[src/rtl/instruction_fetch.sv]
// Fetch stage: owns the PC, requests words from instruction memory and hands them to the datapath
// through an output register backed by a one-entry skid buffer. Optional macro: FETCH_PERF_CNT_EN.
module instruction_fetch #(
    parameter int                  PC_WIDTH    = 16,
    parameter int                  INSTR_WIDTH = 16,
    parameter logic [PC_WIDTH-1:0] RESET_PC    = '0
) (
    input  logic                   clk,
    input  logic                   rst_n,
    input  logic                   stall,
    input  logic                   branch_taken,
    input  logic [PC_WIDTH-1:0]    branch_target,
    output logic                   imem_req,
    output logic [PC_WIDTH-1:0]    imem_addr,
    input  logic                   imem_ready,
    input  logic [INSTR_WIDTH-1:0] imem_rdata,
    output logic [INSTR_WIDTH-1:0] instr,
    output logic                   instr_valid,
    output logic [PC_WIDTH-1:0]    pc_out
`ifdef FETCH_PERF_CNT_EN
    ,
    output logic [15:0]            fetch_count
`endif
);

    typedef enum logic [1:0] {IDLE, FETCH, SKID, FLUSH} state_t;

    state_t                 state;
    logic [PC_WIDTH-1:0]    pc;
    logic [INSTR_WIDTH-1:0] skid_instr;
    logic [PC_WIDTH-1:0]    skid_pc;
    logic [PC_WIDTH-1:0]    saved_target;
    logic                   slot_free;

    assign slot_free = !instr_valid || !stall;

    // pc only moves on a response or while no request is outstanding, so the address stays stable
    assign imem_addr = pc;

    always_ff @(posedge clk or negedge rst_n) begin
        if (!rst_n) begin
            state       <= IDLE;
            pc          <= RESET_PC;
            imem_req    <= 1'b0;
            instr       <= '0;
            instr_valid <= 1'b0;
            pc_out      <= '0;
        end else begin
            case (state)
                IDLE: begin
                    state    <= FETCH;
                    imem_req <= 1'b1;
                    if (branch_taken) begin
                        pc <= branch_target;
                    end
                end
                FETCH: begin
                    if (branch_taken) begin
                        instr_valid <= 1'b0;
                        if (imem_ready) begin
                            pc <= branch_target;
                        end else begin
                            state <= FLUSH;
                        end
                    end else if (imem_ready) begin
                        pc <= pc + 1'b1;
                        if (slot_free) begin
                            instr       <= imem_rdata;
                            pc_out      <= pc;
                            instr_valid <= 1'b1;
                        end else begin
                            state    <= SKID;
                            imem_req <= 1'b0;
                        end
                    end else if (slot_free) begin
                        instr_valid <= 1'b0;
                    end
                end
                SKID: begin
                    if (branch_taken) begin
                        instr_valid <= 1'b0;
                        pc          <= branch_target;
                        state       <= FETCH;
                        imem_req    <= 1'b1;
                    end else if (!stall) begin
                        instr       <= skid_instr;
                        pc_out      <= skid_pc;
                        instr_valid <= 1'b1;
                        state       <= FETCH;
                        imem_req    <= 1'b1;
                    end
                end
                FLUSH: begin
                    instr_valid <= 1'b0;
                    // a branch arriving together with the stale response is the newest target
                    if (imem_ready) begin
                        pc    <= branch_taken ? branch_target : saved_target;
                        state <= FETCH;
                    end
                end
                default: begin
                    state    <= IDLE;
                    imem_req <= 1'b0;
                end
            endcase
        end
    end

    // Skid and redirect payloads are qualified by the state register and need no reset
    always_ff @(posedge clk) begin
        if (state == FETCH && imem_ready && !branch_taken && !slot_free) begin
            skid_instr <= imem_rdata;
            skid_pc    <= pc;
        end
        if (branch_taken && (state == FETCH || state == FLUSH)) begin
            saved_target <= branch_target;
        end
    end

`ifdef FETCH_PERF_CNT_EN
    always_ff @(posedge clk or negedge rst_n) begin
        if (!rst_n) begin
            fetch_count <= 16'h0000;
        end else if (instr_valid && !stall && !branch_taken && fetch_count != 16'hFFFF) begin
            fetch_count <= fetch_count + 16'd1;
        end
    end
`endif

endmodule

[config.mk]
export PLATFORM = sky130hd
export DESIGN_NAME = instruction_fetch
export DESIGN_NICKNAME = d
export VERILOG_FILES = /design/src/rtl/instruction_fetch.sv
export SDC_FILE = /design/constraint.sdc
export NUM_CORES = 1
export LEC_CHECK = 0
export ABC_AREA = 1
export BUFFER_PORTS_ARGS = -buffer_cell sky130_fd_sc_hd__buf_2
export CORE_MARGIN = 2
export CORE_UTILIZATION = 35
export DETAILED_ROUTE_END_ITERATION = 16
export GPL_ROUTABILITY_DRIVEN = 0
export MAX_ROUTING_LAYER = met4
export PLACE_DENSITY = 0.51
export SKIP_CTS_REPAIR_TIMING = 1
export SYNTH_ARGS = -nofsm -noshare
export SYNTH_HDL_FRONTEND = slang
export SYNTH_SLANG_ARGS = --single-unit
[constraint.sdc]
create_clock -name clk -period 8 [get_ports clk]
set_input_delay 1.2 -clock clk [delete_from_list [all_inputs] [get_ports clk]]
set_output_delay 1.2 -clock clk [all_outputs]
set_load 0.1 [all_outputs]
After elaboration in Yosys (flattened, before gate mapping)

Index checks and enable logic that the tools add are counted.

Div/mod/pow operators: 0
Multiplexer cells: 39
Reduce and logical (&&, ||, !) cells: 20
Equality and inequality tests: 16
Shifts and indexed selects: 0
Bitwise gates (word level): 0
Multipliers: 0
$add $sub $neg: 1
Order comparisons: 0

Operators by type and width:

| kind                                                                  | count |
|---|---|
| 16-bit two-way mux                                                    | 16 |
| 16-bit one-hot mux with 2 select lines                                | 2 |
| 16-bit one-hot mux with 3 select lines                                | 1 |
| 16-bit by 1-bit adder with 16-bit output, second input constant       | 1 |
| 3-bit != test, second input constant                                  | 5 |
| 2-bit two-way mux                                                     | 7 |
| 2-bit != test, second input constant                                  | 7 |
| 1-bit two-way mux                                                     | 10 |
| 5-bit AND reduction                                                   | 2 |
| 2-bit one-hot mux with 4 select lines                                 | 1 |
| 1-bit one-hot mux with 3 select lines                                 | 2 |
| 3-bit AND reduction                                                   | 2 |
| 6-bit AND reduction                                                   | 1 |
| 3-bit nonzero test                                                    | 2 |
| 2-bit equality test, second input constant                            | 2 |
| 1-bit logical AND                                                     | 4 |
| 1-bit logical NOT                                                     | 4 |
| 2-bit by 1-bit equality test with 1-bit output, second input constant | 1 |
| 2-bit logical NOT                                                     | 1 |
| 1-bit logical OR                                                      | 2 |
| 2-bit by 1-bit != test with 1-bit output, second input constant       | 1 |
| 2-bit nonzero test                                                    | 1 |
| 2-bit OR reduction                                                    | 1 |

Logic and storage cells: 85
RAM bits: 0
Register bits after elaboration: 100
Memory bits (read-only): 0
Bits in latches: 0
Bits of input ports: 37
Memories: 0

Longest topological paths before layout

Gate-level depths: netlist of run 1.

Depth after elaboration: 6
Mapped depth: 10

Worst setup path after synthesis of run 1

No wires, ideal clock.

Kind: input -> register
Start: input port branch_taken
End: register skid_instr[0], enable pin
Required time: 7.577 ns
Path buffers: 1
Arrival time: 3.133 ns
Stages on the path: 6
Setup slack: 4.444 ns
Cells stage by stage: buf_4 -> clkinv_1 -> a21oi_1 -> inv_1 -> o2111ai_1 -> nor2_1

Word-level cells in the longest chain between the ends: 3

Ends and longest elaborated chain:

| element                        | line | RTL |
|---|---|---|
| from (decl)                    | 11   | `input logic branch_taken,` |
| 1-bit logical NOT              | 111  | `if (state == FETCH && imem_ready && !branch_taken && !slot_free) begin` |
| 1-bit logical AND (2 in a row) | 111  |  |
| to (signal assigned)           | 112  | `skid_instr <= imem_rdata;` |
| to (decl)                      | 30   | `logic [INSTR_WIDTH-1:0] skid_instr;` |

Every way passes these cells.
A chain may end at the register's enable or synchronous reset.

Worst setup path after layout of run 1

Start: input port branch_taken
End: register skid_instr[6], enable pin

Same word-level chain as after synthesis.

==> results of run 1 <==
==> Yosys cell counts (all sizes together) <==
master   count
a21oi       27
a221oi       8
a22oi        2
a31oi       34
buf         14
clkbuf       7
clkinv       2
dfrtp       52
edfxtp      48
ha           1
inv         36
nand2      144
nand3       16
nand4        2
nor2        65
nor3         1
o2111ai      1
o21ai       19
o21bai       3
o22ai        1
o31ai        2
==> sequential cells by signal (all words and copies together) (netlist names) <==
name and flops:
instr 16, instr_valid 1, imem_req 1, skid_instr 16
state 2, pc_out 16, imem_addr 16, skid_pc 16
saved_target 16
==> final timing paths <==
check	start	to	depth (start not counted)
min	imem_req	imem_req	2
min reg2reg	imem_req	imem_req	2
max	branch_taken	skid_instr[6]	6
max reg2reg	state[1]	skid_instr[6]	6
max in group asynchronous	rst_n	instr[8]	2
min in group asynchronous	rst_n	instr[4]	2
==> kinds of logic (layout without fill, tap and decap cells) <==
| group | after synthesis | after routing | share of synthesized area, % |
|---|---|---|---|
| AND/OR/NAND/NOR | 228 | 228 | 19.7 |
| flip-flops | 100 | 100 | 61.1 |
| buffers and inverters | 59 | 142 | 5.83 |
| AO/OA/AOI/OAI | 97 | 97 | 13.0 |
| adder cells (fa/ha/maj) | 1 | 1 | 0.279 |
==> through the flow <==
step                      instance area [um^2]  cells
after floorplan                           4490    485
after global placement                    5040    724
after detailed placement                  5040    724
after CTS                                 5360    740
after global routing                      5360    740
final                                     5360    740
==> per-layer routing <==
| metal | up-vias | global-route usage, % | wire, um |
|---|---|---|---|
| met1 | 1684 | 22.0 | 5000 |
| met2 | 114 | 27.2 | 5150 |
| met4 | 0 | 6.75 | 246 |
| met5 | - | - | 0 |
| met3 | 21 | 5.10 | 567 |
| li1 | 1800 | - | - |
==> worst max-delay path, cell delays in order <==
cell	delay (ns)
buf_2	0.25
clkinv_1	0.36
a21oi_1	0.12
inv_1	0.09
o2111ai_1	0.21
nor2_4	0.77
==> layout make-up <==
cell class              instances  area [um^2]
fillers                      1243         7210
clock buffers                  11          253
multi-input cells             326         1490
repair buffers                 88          445
flip-flops and latches        100         2740
inverters                      38          145
well taps                     172          215
clock inverters                 5         67.6
==> results.cfg, run 1 <==
[global_routing]
grt_pass1_vias = 3489
grt_pass1_wl_mm = 17.6
antenna_found_initial = 0
grt-ovfl-total = 0
grt_use_total_pct = 17.6
grt_max_degree = 65

[timing]
worstMarginPinSlew_ns = 0.996
hold_ws_ns = 0.521
timing.final.crit_share_pct = 38.4
fin_crit_ns = 3.07
tns_ns = 0
rsz0062_at_grt = no
max_freq_mhz = 326
hold_viol_final = 0
setup_viol = 0
finClkSkew_ns = 0.00496
slew_headroom_pct = 33.6
setup_slack_ns = 4.93
maxSlewViolCount = 0

[finish]
final_core_util_pct = 42.6
final_common_cell = nand2_1
layout.nets = 601
n_antenna_cell = 0
mostFrequentLayoutCells = nand2_1, buf_2, nor2_1, dfrtp_1, edfxtp_1
drive_gt1_share_pct = 19.4
area_growth_syn_to_layout_pct = 19.5

[run]
maxCapViolCount = 0

[route]
antenna_left = 0
drt-initial-drc-count = 211
finalWirelength_mm = 11.0
drtPass1Iterations = 5
drc = 0
wl_per_cell_um = 14.8
vias_per_cell = 4.89
num_vias = 3619

[critical_path]
cp-start-kind = input port
arrival_ns = 3.04
path_class = input port to flip-flop
rrSetupSlack_ns = 5.68
required_ns = 7.97
cp_max_fo = 33
end_kind = flip-flop

[run_status]
outcome = completed

[placed_design]
post-dp-hpwl_mm = 7.42
port_buffers = 86
pre_cts_ws_ns = 4.53

[die]
initial_core_util_pct = 35.7
dieWidth_um = 117
die_h_um = 117
rows = 41
die-area_um2 = 13700
core-area_um2 = 12600
pin_count = 87

[min_path]
hold_class = flip-flop to flip-flop

[logic_synthesis]
synthesis.instances = 485
ys_seq_area_share_pct = 61.1
avgSynthCellArea_um2 = 9.25
synthTopCellsByArea = edfxtp_1, dfrtp_1, nand2_1
ys_warn_count = 0
synth_top_area_share_pct = 32.1
syn-cell-area_um2 = 4490
synthesis.nets = 523
yosys_register_bits = 100
ys_types = 28
synth_largest_area_cell = edfxtp_1

[clock_network]
htree_levels = 3
path_clk_slew_ns = 0.07
clock_latency_ns = 0.35
cts.sinks = 100
numCtsBuffers = 9
cts_root_buf = clkbuf_16
cts_tree = done
cts_max_path_buffers = 2
Power of run 1 is not shown: default switching activity piles up to over one toggle a cycle in this logic, so the estimate is an artifact.
==> inputs of run 2 (changes only) <==
--- a/config.mk
+++ b/config.mk
@@ -5,7 +5,7 @@
 export SDC_FILE = /design/constraint.sdc
 export NUM_CORES = 1
 export LEC_CHECK = 0
-export ABC_AREA = 1
+export ABC_AREA = 0
 export BUFFER_PORTS_ARGS = -buffer_cell sky130_fd_sc_hd__buf_2
 export CORE_MARGIN = 2
 export CORE_UTILIZATION = 35
==> constraint.sdc (replaced) <==
create_clock -name clk -period 2.85 [get_ports clk]
set_input_delay 0.4275 -clock clk [delete_from_list [all_inputs] [get_ports clk]]
set_output_delay 0.4275 -clock clk [all_outputs]
set_load 0.1 [all_outputs]
==> run 2 against run 1 <==
Against the previous run:
- first-iteration DRC count grew 58%
- highest routed layer unchanged
- critical path type is now flip-flop to flip-flop
- die area is essentially flat
- critical path depth shrank 3
- non-clock buffer count grew 11
==> results.cfg, run 2 <==
[route]
vias_per_cell = 5.50
drtPass1Iterations = 5
num_vias = 3571
drt-initial-drc-count = 334
drc = 0
wl_per_cell_um = 17.8
finalWirelength_mm = 11.6
antenna_left = 0

[finish]
n_antenna_cell = 0
mostFrequentLayoutCells = buf_2, o21ai_0, dfrtp_1, edfxtp_1, mux2i_1
drive_gt1_share_pct = 24.5
area_growth_syn_to_layout_pct = 21.1
layout.nets = 510
final_common_cell = buf_2
instances_no_fill = 649

[placed_design]
port_buffers = 86
post-dp-hpwl_mm = 7.81
dp.cells = 633

[logic_synthesis]
ys_types = 53
synth_commonest_cells = o21ai_0, dfrtp_1, edfxtp_1
synth-edff-count = 48
synthArstFlopShare_pct = 52.0
ys_warn_count = 0
synthesis.nets = 431
synth_ff_type = dfrtp_1
synthesis.instances = 393
ys_seq_area_share_pct = 61.1
avgSynthCellArea_um2 = 11.4
yosys_register_bits = 100
synth_largest_area_cell = edfxtp_1
synthTopCellsByArea = edfxtp_1, dfrtp_1, o21ai_0
yosysMostFrequentCell = o21ai_0
synth_top_area_share_pct = 32.1
syn-cell-area_um2 = 4490

[timing]
rsz0062_at_grt = no
maxSlewViolCount = 0
timing.final.crit_share_pct = 71.1
setup_viol = 0
tns_ns = 0
finClkSkew_ns = 0.0106
slew_headroom_pct = 50.6
worstMarginPinSlew_ns = 0.721
hold_viol_final = 0
fin_crit_ns = 2.03
max_freq_mhz = 494

[die]
pin_count = 87
die-area_um2 = 13700
initial_core_util_pct = 35.7
dieWidth_um = 117
core-area_um2 = 12600
die_h_um = 117
rows = 41

[clock_network]
cts_root_buf = clkbuf_16
clock_latency_ns = 0.35
cts_tree = done
numCtsBuffers = 9
cts_max_path_buffers = 2
htree_levels = 3
cts.sinks = 100
path_clk_slew_ns = 0.07

[global_routing]
grt_use_total_pct = 18.2
grt_pass1_wl_mm = 18.3
grt_max_degree = 53
grt-ovfl-total = 0
antenna_found_initial = 0
grt_pass1_vias = 3310

[critical_path]
cp-start-kind = flip-flop
r2r-start = state[1]
arrival_ns = 2.02
end_kind = flip-flop
crit_family = simple AND/OR/NAND/NOR gates
rrSetupSlack_ns = 0.82
path_cells = or3b_1 > nor3_4 > buf_4
critPathBufInv = 1
timing.rr.end = skid_instr[10]
slowest_stage = or3b_1
reg2regPathDepth = 3
cp_max_fo = 32
path_class = flip-flop to flip-flop
max_stage_delay_ns = 0.55
required_ns = 2.85

[power_and_ir_drop]
p_leak_uw = 0.00213
irDropWorstVdd_v = 0.000364
power.density_nw_per_um2 = 877

[min_path]
hold_class = input port to asynchronous set/reset pin

[run]
maxCapViolCount = 0

[run_status]
outcome = completed
run 2: cell types whose count changed in the layout (fill, tap and decap cells not counted), sizes merged, moves of 9 or more:
cell / previous run / this run
nand2: 144 / 23
nor2: 65 / 13
a31oi: 34 / 5
nand3: 16 / 7
buf: 88 / 99
mux2i: 0 / 30
o21ai: 19 / 75
a21oi: 27 / 16
inv: 38 / 11
run 2: area by class of cell:
cell class	count	area, um^2
clock inverters	4	51.3
multi-input cells	250	1590
well taps	172	215
repair buffers	99	553
fillers	1204	7130
flip-flops and latches	100	2740
clock buffers	12	236
inverters	12	45.0
run 2: how the worst max path moves through the flow:
| stage | start | cells after the start | endpoint | slack (ns) |
|---|---|---|---|---|
| 5_1_grt | state[1] | 3 | skid_pc[4] | 0.74 |
| 2_1_floorplan | instr_valid | 2 | skid_instr[0] | 0.39 |
| 3_3_place_gp | branch_taken | 4 | skid_instr[5] | 0.83 |
| 4_1_cts | state[1] | 3 | skid_pc[1] | 0.81 |
| 3_5_place_dp | state[1] | 3 | skid_instr[8] | 0.80 |
| 6_report | state[1] | 3 | skid_instr[10] | 0.82 |
run 2: cell families after synthesis:
| group | after synthesis | synth area share [%] |
|---|---|---|
| fa+ha+maj | 1 | 0.279 |
| compound gates | 139 | 18.7 |
| buf+inv | 43 | 3.99 |
| simple gates | 79 | 9.06 |
| mux | 30 | 6.69 |
| flops | 100 | 61.1 |
| xor+xnor | 1 | 0.195 |
run 2: metrics by stage:
stage               utilization [%]  worst slack, ns  hold WS, ns  total power [uW]  cell area, um^2
finish                         43.3            0.824       0.0743              4770             5440
global route                   43.3            0.743       0.0859              4990             5440
CTS                            43.3            0.811       0.0785              4830             5440
detailed placement             41.0            0.800        0.458              3610             5150
global placement               41.0            0.825        0.455              3600             5150
floorplan                         -            0.385        0.132              3250             4500
run 2: per-layer routing:
metal | GRT usage, % | vias up | share of wire (%)
met3 | 4.43 | 24 | 8.6
met2 | 26.4 | 179 | 45
met5 | - | - | 0
met1 | 24.7 | 1718 | 45
li1 | - | 1650 | -
met4 | 6.82 | 0 | 1.9
run 2: power breakdown:
group	switching [uW]	internal [uW]
registers	171	1690
logic	1440	273
clock network	515	682
total	2120	2650
Note: power is estimated with default switching activity, not from simulation.
